===== src/rtl/key_pulse_debouncer.sv =====
// key_pulse_debouncer: 2-flop synchronizer, debounce FSM and single-cycle press pulse.
// Auto-repeat while held is built only when KEY_PULSE_AUTO_REPEAT_EN is defined.
module key_pulse_debouncer #(
  parameter int unsigned TW            = 20,
  parameter int unsigned DB_CYCLES     = 50000,
  parameter int unsigned REPEAT_DELAY  = 500000,
  parameter int unsigned REPEAT_PERIOD = 100000
) (
  input  logic clk,
  input  logic mr,
  input  logic key_in,
  output logic en_pulse,
  output logic key_level
);

  localparam logic [1:0] S_IDLE         = 2'd0;
  localparam logic [1:0] S_PRESS_WAIT   = 2'd1;
  localparam logic [1:0] S_HELD         = 2'd2;
  localparam logic [1:0] S_RELEASE_WAIT = 2'd3;

  localparam logic [TW-1:0] DB_LAST = TW'(DB_CYCLES - 1);

  // Reject configurations the timers cannot represent.
  if ((DB_CYCLES < 2) || (64'(DB_CYCLES) > ((64'(1) << TW) - 64'(1))) ||
      (REPEAT_DELAY < 1) || (REPEAT_PERIOD < 1)) begin : g_bad_cfg
    $error("key_pulse_debouncer: illegal timer parameters");
  end

  logic          sync1_q, sync2_q;
  logic          key_s;
  logic [1:0]    state_q, state_d;
  logic [TW-1:0] timer_q, timer_d;
  logic          press_pulse_d;
  logic          en_pulse_q, en_pulse_d;
  logic          key_level_q, key_level_d;

  always_ff @(posedge clk) begin
    if (mr) begin
      sync1_q <= 1'b0;
      sync2_q <= 1'b0;
    end else begin
      sync1_q <= key_in;
      sync2_q <= sync1_q;
    end
  end

  assign key_s = sync2_q;

  always_ff @(posedge clk) begin
    if (mr) begin
      state_q     <= S_IDLE;
      timer_q     <= '0;
      en_pulse_q  <= 1'b0;
      key_level_q <= 1'b0;
    end else begin
      state_q     <= state_d;
      timer_q     <= timer_d;
      en_pulse_q  <= en_pulse_d;
      key_level_q <= key_level_d;
    end
  end

  // Every waiting state exits at DB_LAST, so the timer never wraps.
  always_comb begin
    state_d       = state_q;
    timer_d       = timer_q;
    press_pulse_d = 1'b0;
    unique case (state_q)
      S_IDLE: begin
        if (key_s) begin
          state_d = S_PRESS_WAIT;
          timer_d = '0;
        end
      end
      S_PRESS_WAIT: begin
        if (!key_s) begin
          state_d = S_IDLE;
          timer_d = '0;
        end else if (timer_q == DB_LAST) begin
          state_d       = S_HELD;
          timer_d       = '0;
          press_pulse_d = 1'b1;
        end else begin
          timer_d = timer_q + TW'(1);
        end
      end
      S_HELD: begin
        if (!key_s) begin
          state_d = S_RELEASE_WAIT;
          timer_d = '0;
        end
      end
      S_RELEASE_WAIT: begin
        if (key_s) begin
          state_d = S_HELD;
          timer_d = '0;
        end else if (timer_q == DB_LAST) begin
          state_d = S_IDLE;
          timer_d = '0;
        end else begin
          timer_d = timer_q + TW'(1);
        end
      end
      default: begin
        state_d = S_IDLE;
        timer_d = '0;
      end
    endcase
    key_level_d = (state_d == S_HELD) || (state_d == S_RELEASE_WAIT);
  end

`ifdef KEY_PULSE_AUTO_REPEAT_EN
  localparam logic [TW-1:0] RD_LAST = TW'(REPEAT_DELAY - 1);
  localparam logic [TW-1:0] RP_LAST = TW'(REPEAT_PERIOD - 1);

  logic [TW-1:0] rpt_q, rpt_d;
  logic          rpt_first_q, rpt_first_d;
  logic          rpt_fire;

  always_ff @(posedge clk) begin
    if (mr) begin
      rpt_q       <= '0;
      rpt_first_q <= 1'b1;
    end else begin
      rpt_q       <= rpt_d;
      rpt_first_q <= rpt_first_d;
    end
  end

  // First interval is the repeat delay, later ones the repeat period; cleared outside HELD.
  always_comb begin
    rpt_d       = '0;
    rpt_first_d = 1'b1;
    rpt_fire    = 1'b0;
    if ((state_q == S_HELD) && key_s) begin
      rpt_first_d = rpt_first_q;
      if (rpt_q == (rpt_first_q ? RD_LAST : RP_LAST)) begin
        rpt_fire    = !en_pulse_q;
        rpt_d       = '0;
        rpt_first_d = 1'b0;
      end else begin
        rpt_d = rpt_q + TW'(1);
      end
    end
  end

  assign en_pulse_d = press_pulse_d | rpt_fire;
`else
  assign en_pulse_d = press_pulse_d;
`endif

  assign en_pulse  = en_pulse_q;
  assign key_level = key_level_q;

endmodule


===== config.mk =====
export PLATFORM = sky130hd
export DESIGN_NAME = key_pulse_debouncer
export DESIGN_NICKNAME = d
export VERILOG_FILES = /design/src/rtl/key_pulse_debouncer.sv
export SDC_FILE = /design/constraint.sdc
export NUM_CORES = 1
export LEC_CHECK = 0
export ABC_AREA = 1
export CAP_MARGIN = 20
export CORE_ASPECT_RATIO = 1.25
export CORE_MARGIN = 1
export CORE_UTILIZATION = 60
export DETAILED_ROUTE_END_ITERATION = 8
export PLACE_DENSITY = 0.89
export SETUP_SLACK_MARGIN = 0.15
export SLEW_MARGIN = 20
export SYNTH_ARGS = -nofsm -noshare
export SYNTH_HDL_FRONTEND = slang
export SYNTH_SLANG_ARGS = --single-unit

===== constraint.sdc =====
create_clock -name clk -period 3.61 [get_ports clk]
set_input_delay 0.722 -clock clk [delete_from_list [all_inputs] [get_ports clk]]
set_output_delay 0.722 -clock clk [all_outputs]
set_load 0.01 [all_outputs]

==> results of run 1 <==
==> worst min path at each step <==
stage	end	slack, ps	depth (start not counted)
6_report	key_s	420	2
5_1_grt	key_s	460	2
4_1_cts	key_s	430	2
3_5_place_dp	key_s	400	2
3_3_place_gp	key_s	390	2
2_1_floorplan	key_s	390	2
==> area by class of cell <==
| class | count | area share |
|---|---|---|
| Clock buffer | 3 | 0.0141 |
| Clock inverter | 1 | 0.0188 |
| Inverter | 26 | 0.0612 |
| Multi-Input combinational cell | 179 | 0.530 |
| Sequential cell | 26 | 0.327 |
| Tap cell | 31 | 0.0243 |
| Timing Repair Buffer | 4 | 0.0251 |
==> cells in the final DEF, fill, tap and decap left out, drive strengths merged <==
master         instances
nor3b                  1
bufinv                 1
xnor2                  3
clkbuf                 3
dfxtp                 26
or2                    1
nand2                 63
a21oi                 18
inv                   25
nand3                 33
nor2                  43
clkinv                 1
nor3                   3
nand4                  1
ha                     1
xor2                   3
clkdlybuf4s50          4
o21ai                  9
==> power breakdown <==
part           internal [W]  switching, W  leakage (nW)
Sequential         0.000288   0.000000889         0.210
Clock              0.000112     0.0000925        0.0279
Combinational    0.00000474     0.0000114         0.346
==> per-layer routing <==
metal  wire (µm)  GRT usage  vias to the layer above
met4          70      0.122                        0
met5           0          0                        -
met2        1600      0.446                       35
met1        1430      0.344                      654
met3         113     0.0374                       11
li1            -          -                      758
==> logic make-up after synthesis <==
| logic type | count (synthesis) | share of synthesized area |
|---|---|---|
| xor gates and xnor gates | 6 | 0.0351 |
| and+or+nand+nor | 145 | 0.423 |
| buffers and inverters | 32 | 0.0885 |
| adders and majority gates | 1 | 0.00835 |
| DFF | 26 | 0.348 |
| AOI/OAI and AO/OA | 27 | 0.0977 |
==> metrics by stage <==
step	total power, W	worst slack (ps)	cells	area, µm²	hold slack (ps)
final	0.000510	1680	270	1590	422
after global routing	0.000524	1640	270	1590	456
after CTS	0.000513	1670	270	1590	425
after detailed placement	0.000311	1400	266	1540	404
after global placement	0.000311	1400	266	1540	393
after floorplan	0.000306	2220	237	1500	388
==> state kept, by name, summed over array words and instances, names as in the netlist <==
register   flops
timer_q       20
state_q        2
en_pulse       1
key_level      1
key_s          1
sync1_q        1
==> impl_results.md, run 1 <==
- Post-CTS Resized: 0
- Power per Cell Area: 320 mW/mm²
- Clock tree from TritonCTS: built
- IO Count: 5
- F_max: about 0.52 GHz
- Ys Warns: 0
- Clk slew on worst S/H paths: 150 ps
- Worst path top cell family by delay: buffers and inverters
- Nets: 244
- Crit Path Max Fanout: 1
- Top cells by count, synth: 63 x nand2_1, 39 x nor2_1, 31 x nand3_1
- Root Driver: clkbuf_4
- Syn Inst Count: 237
- DR vias: 1,458
- Area Overhead vs Synth: 6.43%
- Worst R2R Path Depth: 8
- Die footprint: around 0.0027 mm²
- Setup Total Neg Slack: 0 ps
- WS Path Type: reg2out
- First-pass GRT wire length: 5440 µm
- Critical Path Source: en_pulse
- Flop-to-flop setup slack: about 1900 ps
- Main flop type after synthesis: dfxtp_1
- H-tree levels: 1
- Post-CTS setup buffers: 0
- Clock tree buffer depth: 2
- Reg area: between 500 and 600 µm²
- Remaining global-route overflow: 0
- Crit path capture: en_pulse
- MaxCap Viol Count: 0
- Static Leak: slightly below 0.6 nW
- Yosys cell types: 25
- Post-DR vias/cell: 5.40
- CTS Sinks: 26
- Worst slew margin: 0.624
- Drt first pass iters: 4
- Syn avg cell area: 6.32 µm²
- # port buffers: 4
- Cell count along the critical path: 1
- Outcome: completed
- CP Capture Type: output port
- Count leader, synth: nand2_1
- Layout fillers: 211
- Cell taking the most area after synthesis: dfxtp_1
- Worst r2r src: timer_q[1]
- Multi-input gate area: 845 µm²
- RR Endpoint: timer_q[12]
- Routability Congestion: about 0.9
- Part of the cycle the worst path needs: 0.534
- DR iter-0 viols: 56
- Starting Density: 0.656
- Worst path cell trace: clkdlybuf4s50_1
- Slowest stage delay, CP: 530 ps
- ANT nets after route: 0
- Final wirelength: 3210 µm
- CTS Hold Buffers Added: 0
- RSZ-0062 raised after global routing: no
- Gr usage total: 0.272
- Area contributors post-synth: dfxtp_1 35%, nand2_1 16%, nand3_1 10%
- Clock skew: 10.5 ps
- Sequential-to-total area share from yosys stat: 0.348
- Final hold vios: 0
- Crit-path slowest cell: clkdlybuf4s50_1
- Routed wire length per instance: 11.9 µm
- Initial antenna violation count: 0
- Worst-skew pair later-pin latency: 340 ps
- Crit path DAT: 1200 ps
- Die Y: 57.9 µm
- DRC: 0
- CP bufs+invs: 1
- Max-slew violations: 0
- Post-synthesis cell area: about 0.0015 mm²
- Number of global-route vias before repair: roughly 1,300
- Min-Delay Startpoint: sync1_q
- Die boundary width: 46.7 µm
- Core area: 0.00228 mm²
- Max VDD drop: 0.000395 V
- Hold Path Class: reg2reg
- Type of origin of the critical path: flip-flop
- Syn Nets: roughly 240
- Final core utilization: 0.698
- Worst-margin pin slew: between 500 and 600 ps
- Ant. Diodes: 0
- Number of buffers created by CTS: 3
- Final Critical Period: 1930 ps
- Setup violators final: 0
- Synthesized flop and latch total: 26
- Share of layout cells above drive strength 1: 0.0502
- Site Rows: 19
- Post-DP HPWL: 2260 µm
- Synth top area share: 0.348
- Ys async rst share: 0
- Largest net degree at the start of global routing: 20
- EDFF count, synth: 0
- Critical Path RT: just under 3000 ps
No activity file was read; power rests on OpenSTA's default activity.
==> run 2, diff against run 1 <==
--- a/config.mk
+++ b/config.mk
@@ -9,9 +9,9 @@
 export CAP_MARGIN = 20
 export CORE_ASPECT_RATIO = 1.25
 export CORE_MARGIN = 1
-export CORE_UTILIZATION = 60
+export CORE_UTILIZATION = 54
 export DETAILED_ROUTE_END_ITERATION = 8
-export PLACE_DENSITY = 0.89
+export PLACE_DENSITY = 0.85
 export SETUP_SLACK_MARGIN = 0.15
 export SLEW_MARGIN = 20
 export SYNTH_ARGS = -nofsm -noshare
==> constraint.sdc (replaced) <==
create_clock -name clk -period 1.55 [get_ports clk]
set_input_delay 0.31 -clock clk [delete_from_list [all_inputs] [get_ports clk]]
set_output_delay 0.31 -clock clk [all_outputs]
set_load 0.01 [all_outputs]
==> run 2 against run 1 <==
Highest routed layer unchanged. Non-clock buffer count grew 16. Global-route usage shrank 1.1 points. Final cell count rose by 7.4%.
==> impl_results.md, run 2 (synthesis gave the netlist of run 1 again) <==
- DRC: 0 (unchanged)
- Routed wire length per instance: 15.7 µm (+32%)
- Crit path capture: timer_q[6]
- H-tree levels: 1 (unchanged)
- Part of the cycle the worst path needs: 0.974
- Site Rows: 21 (+2)
- Gr usage total: 0.262 (-0.0105)
- WS Path Type: reg2reg
- IO Count: 5 (unchanged)
- Biggest register: timer_q
- Worst-margin pin slew: 343 ps (-220 ps)
- First-pass GRT wire length: 6070 µm (+11%)
- Drt first pass iters: 8 (+4)
- Nets: 261 (+7.0%)
- Number of global-route vias before repair: 1,411 (+11%)
- # port buffers: 4 (unchanged)
- Core area: 0.00265 mm² (+16%)
- DR vias: 1,753 (+20%)
- Final wirelength: 4570 µm (+42%)
- Static Leak: 0.722 nW (+24%)
- Ant. Diodes: 0 (unchanged)
- Critical Path Source: key_s
- Final core utilization: 0.750 (+0.0517)
- Type of origin of the critical path: flip-flop
- DR iter-0 viols: 143 (+160%)
- Most common cell after layout, fill and taps aside: nand2_1
- Number of buffers created by CTS: 3 (unchanged)
- Worst-skew pair later-pin latency: 330 ps (about the same)
- Critical Path RT: 1810 ps (-1080 ps)
- F_max: 0.662 GHz
- Worst slew margin: 0.771 (+0.147)
- Largest net degree at the start of global routing: 16 (-20%)
- Regs by FF count: timer_q x20, state_q x2
- Outcome: completed
- Clock tree buffer depth: 2 (unchanged)
- Die footprint: 0.00299 mm² (+11%)
- Max-slew violations: 0 (unchanged)
- Flop-to-flop setup slack: 40 ps (-1830 ps)
- Hold Path Class: reg2reg
- Commonest cells after routing, fill and taps aside: 55 x nand2_1, 31 x nor2_1, 22 x inv_1, 18 x nand3_1, 14 x dfxtp_2
- Clk slew on worst S/H paths: 150 ps (about the same)
- Final hold vios: 0 (unchanged)
- Starting Density: 0.564 (-0.0919)
- Post-DR vias/cell: 6.04 (+12%)
- CTS Sinks: 26 (unchanged)
- RR Endpoint: timer_q[6]
- Crit Path Max Fanout: 5 (+4)
- Max reg flops: 20 (unchanged)
- Layout fillers: 184 (-13%)
- Worst r2r src: key_s
- Area Overhead vs Synth: 32.9%
- Power per Cell Area: 609 mW/mm² (+90%)
- Clock tree from TritonCTS: built
- CTS Hold Buffers Added: 0 (unchanged)
- CP Capture Type: flip-flop
- Max VDD drop: 0.000773 V (+96%)
- Clock skew: 6.29 ps (-4.21 ps)
- Root Driver: clkbuf_4
- Routability Congestion: 0.922 (+4.3%)
- Worst R2R Path Depth: 6 (-2)
- Die boundary width: 49.1 µm (+5.2%)
- Die Y: 60.9 µm (+5.2%)
- Post-DP HPWL: 2480 µm (+10%)
- ANT nets after route: 0 (unchanged)
- Total Power: 0.00121 W (+140%)
- Final Critical Period: ~1500 ps
- Crit path DAT: 1770 ps (+570 ps)
- Setup violators final: 0 (unchanged)
- Share of layout cells above drive strength 1: 0.320 (+0.270)
- MaxCap Viol Count: 0 (unchanged)
- Initial antenna violation count: 0 (unchanged)
- RSZ-0062 raised after global routing: yes
- Remaining global-route overflow: 0 (unchanged)
run 2: routing by layer:
layer | GRT usage | share of wire | wire length (µm) | vias to the layer above
met2 | 0.474 | 0.52 | 2380 | 103
li1 | - | - | - | 789
met5 | 0 | 0 | 0 | -
met3 | 0.0476 | 0.064 | 292 | 36
met1 | 0.294 | 0.36 | 1650 | 825
met4 | 0.143 | 0.054 | 246 | 0
run 2: worst min-delay path by stage:
| stage | to | depth (start not counted) | slack (ps) | start |
|---|---|---|---|---|
| final | key_s | 2 | 410 | sync1_q |
| after global routing | key_s | 2 | 430 | sync1_q |
| after CTS | key_s | 2 | 420 | sync1_q |
| after detailed placement | key_s | 2 | 400 | sync1_q |
| after global placement | key_s | 2 | 390 | sync1_q |
| after floorplan | timer_q[7] | 1 | 380 | mr |
run 2: area by class of cell:
type	instances	area, µm²	share of cell area
clock buffer	3	22.5	0.0113
clock inverter	1	30.0	0.0151
inverter	26	100	0.0503
multi-input combinational	180	1060	0.530
sequential	26	542	0.272
tap	34	42.5	0.0214
timing repair buffer	20	198	0.0993
run 2: critical path, cell delays in order, from the launching register on:
cell and delay (ps):
dfxtp_2 360, inv_2 40, or2_4 270, a21oi_4 300
buf_6 180, nand3_1 120, a21oi_1 180
run 2: report_power, final:
| group | total (W) | switching, W | internal, W | leakage, nW |
|---|---|---|---|---|
| Sequential | 0.000673 | 0.00000251 | 0.000670 | 0.218 |
| Combinational | 0.0000535 | 0.0000316 | 0.0000219 | 0.477 |
| Clock | 0.000486 | 0.000225 | 0.000261 | 0.0279 |
| Total | 0.00121 | 0.000259 | 0.000953 | 0.722 |
run 2: what timing repair did:
item                                    CTS  global route
setup buffers                             5             4
endpoints found under the setup margin   25            21
resized for setup                        17            58
pin swaps                                 4            22
cloned                                    1             0
endpoints found under the hold margin     0             0
run 2: per-stage QoR:
| stage | setup WS (ps) | instance area (µm²) | instances | TNS, ps | hold WS [ps] |
|---|---|---|---|---|---|
| floorplan | 157 | 1500 | 237 | 0 | 379 |
| global placement | 50.4 | 1600 | 276 | 0 | 394 |
| detailed placement | -30.8 | 1600 | 276 | -47.8 | 401 |
| CTS | 101 | 1760 | 286 | 0 | 420 |
| global route | -2.87 | 1990 | 290 | -2.87 | 429 |
| finish | 40.6 | 1990 | 290 | 0 | 411 |
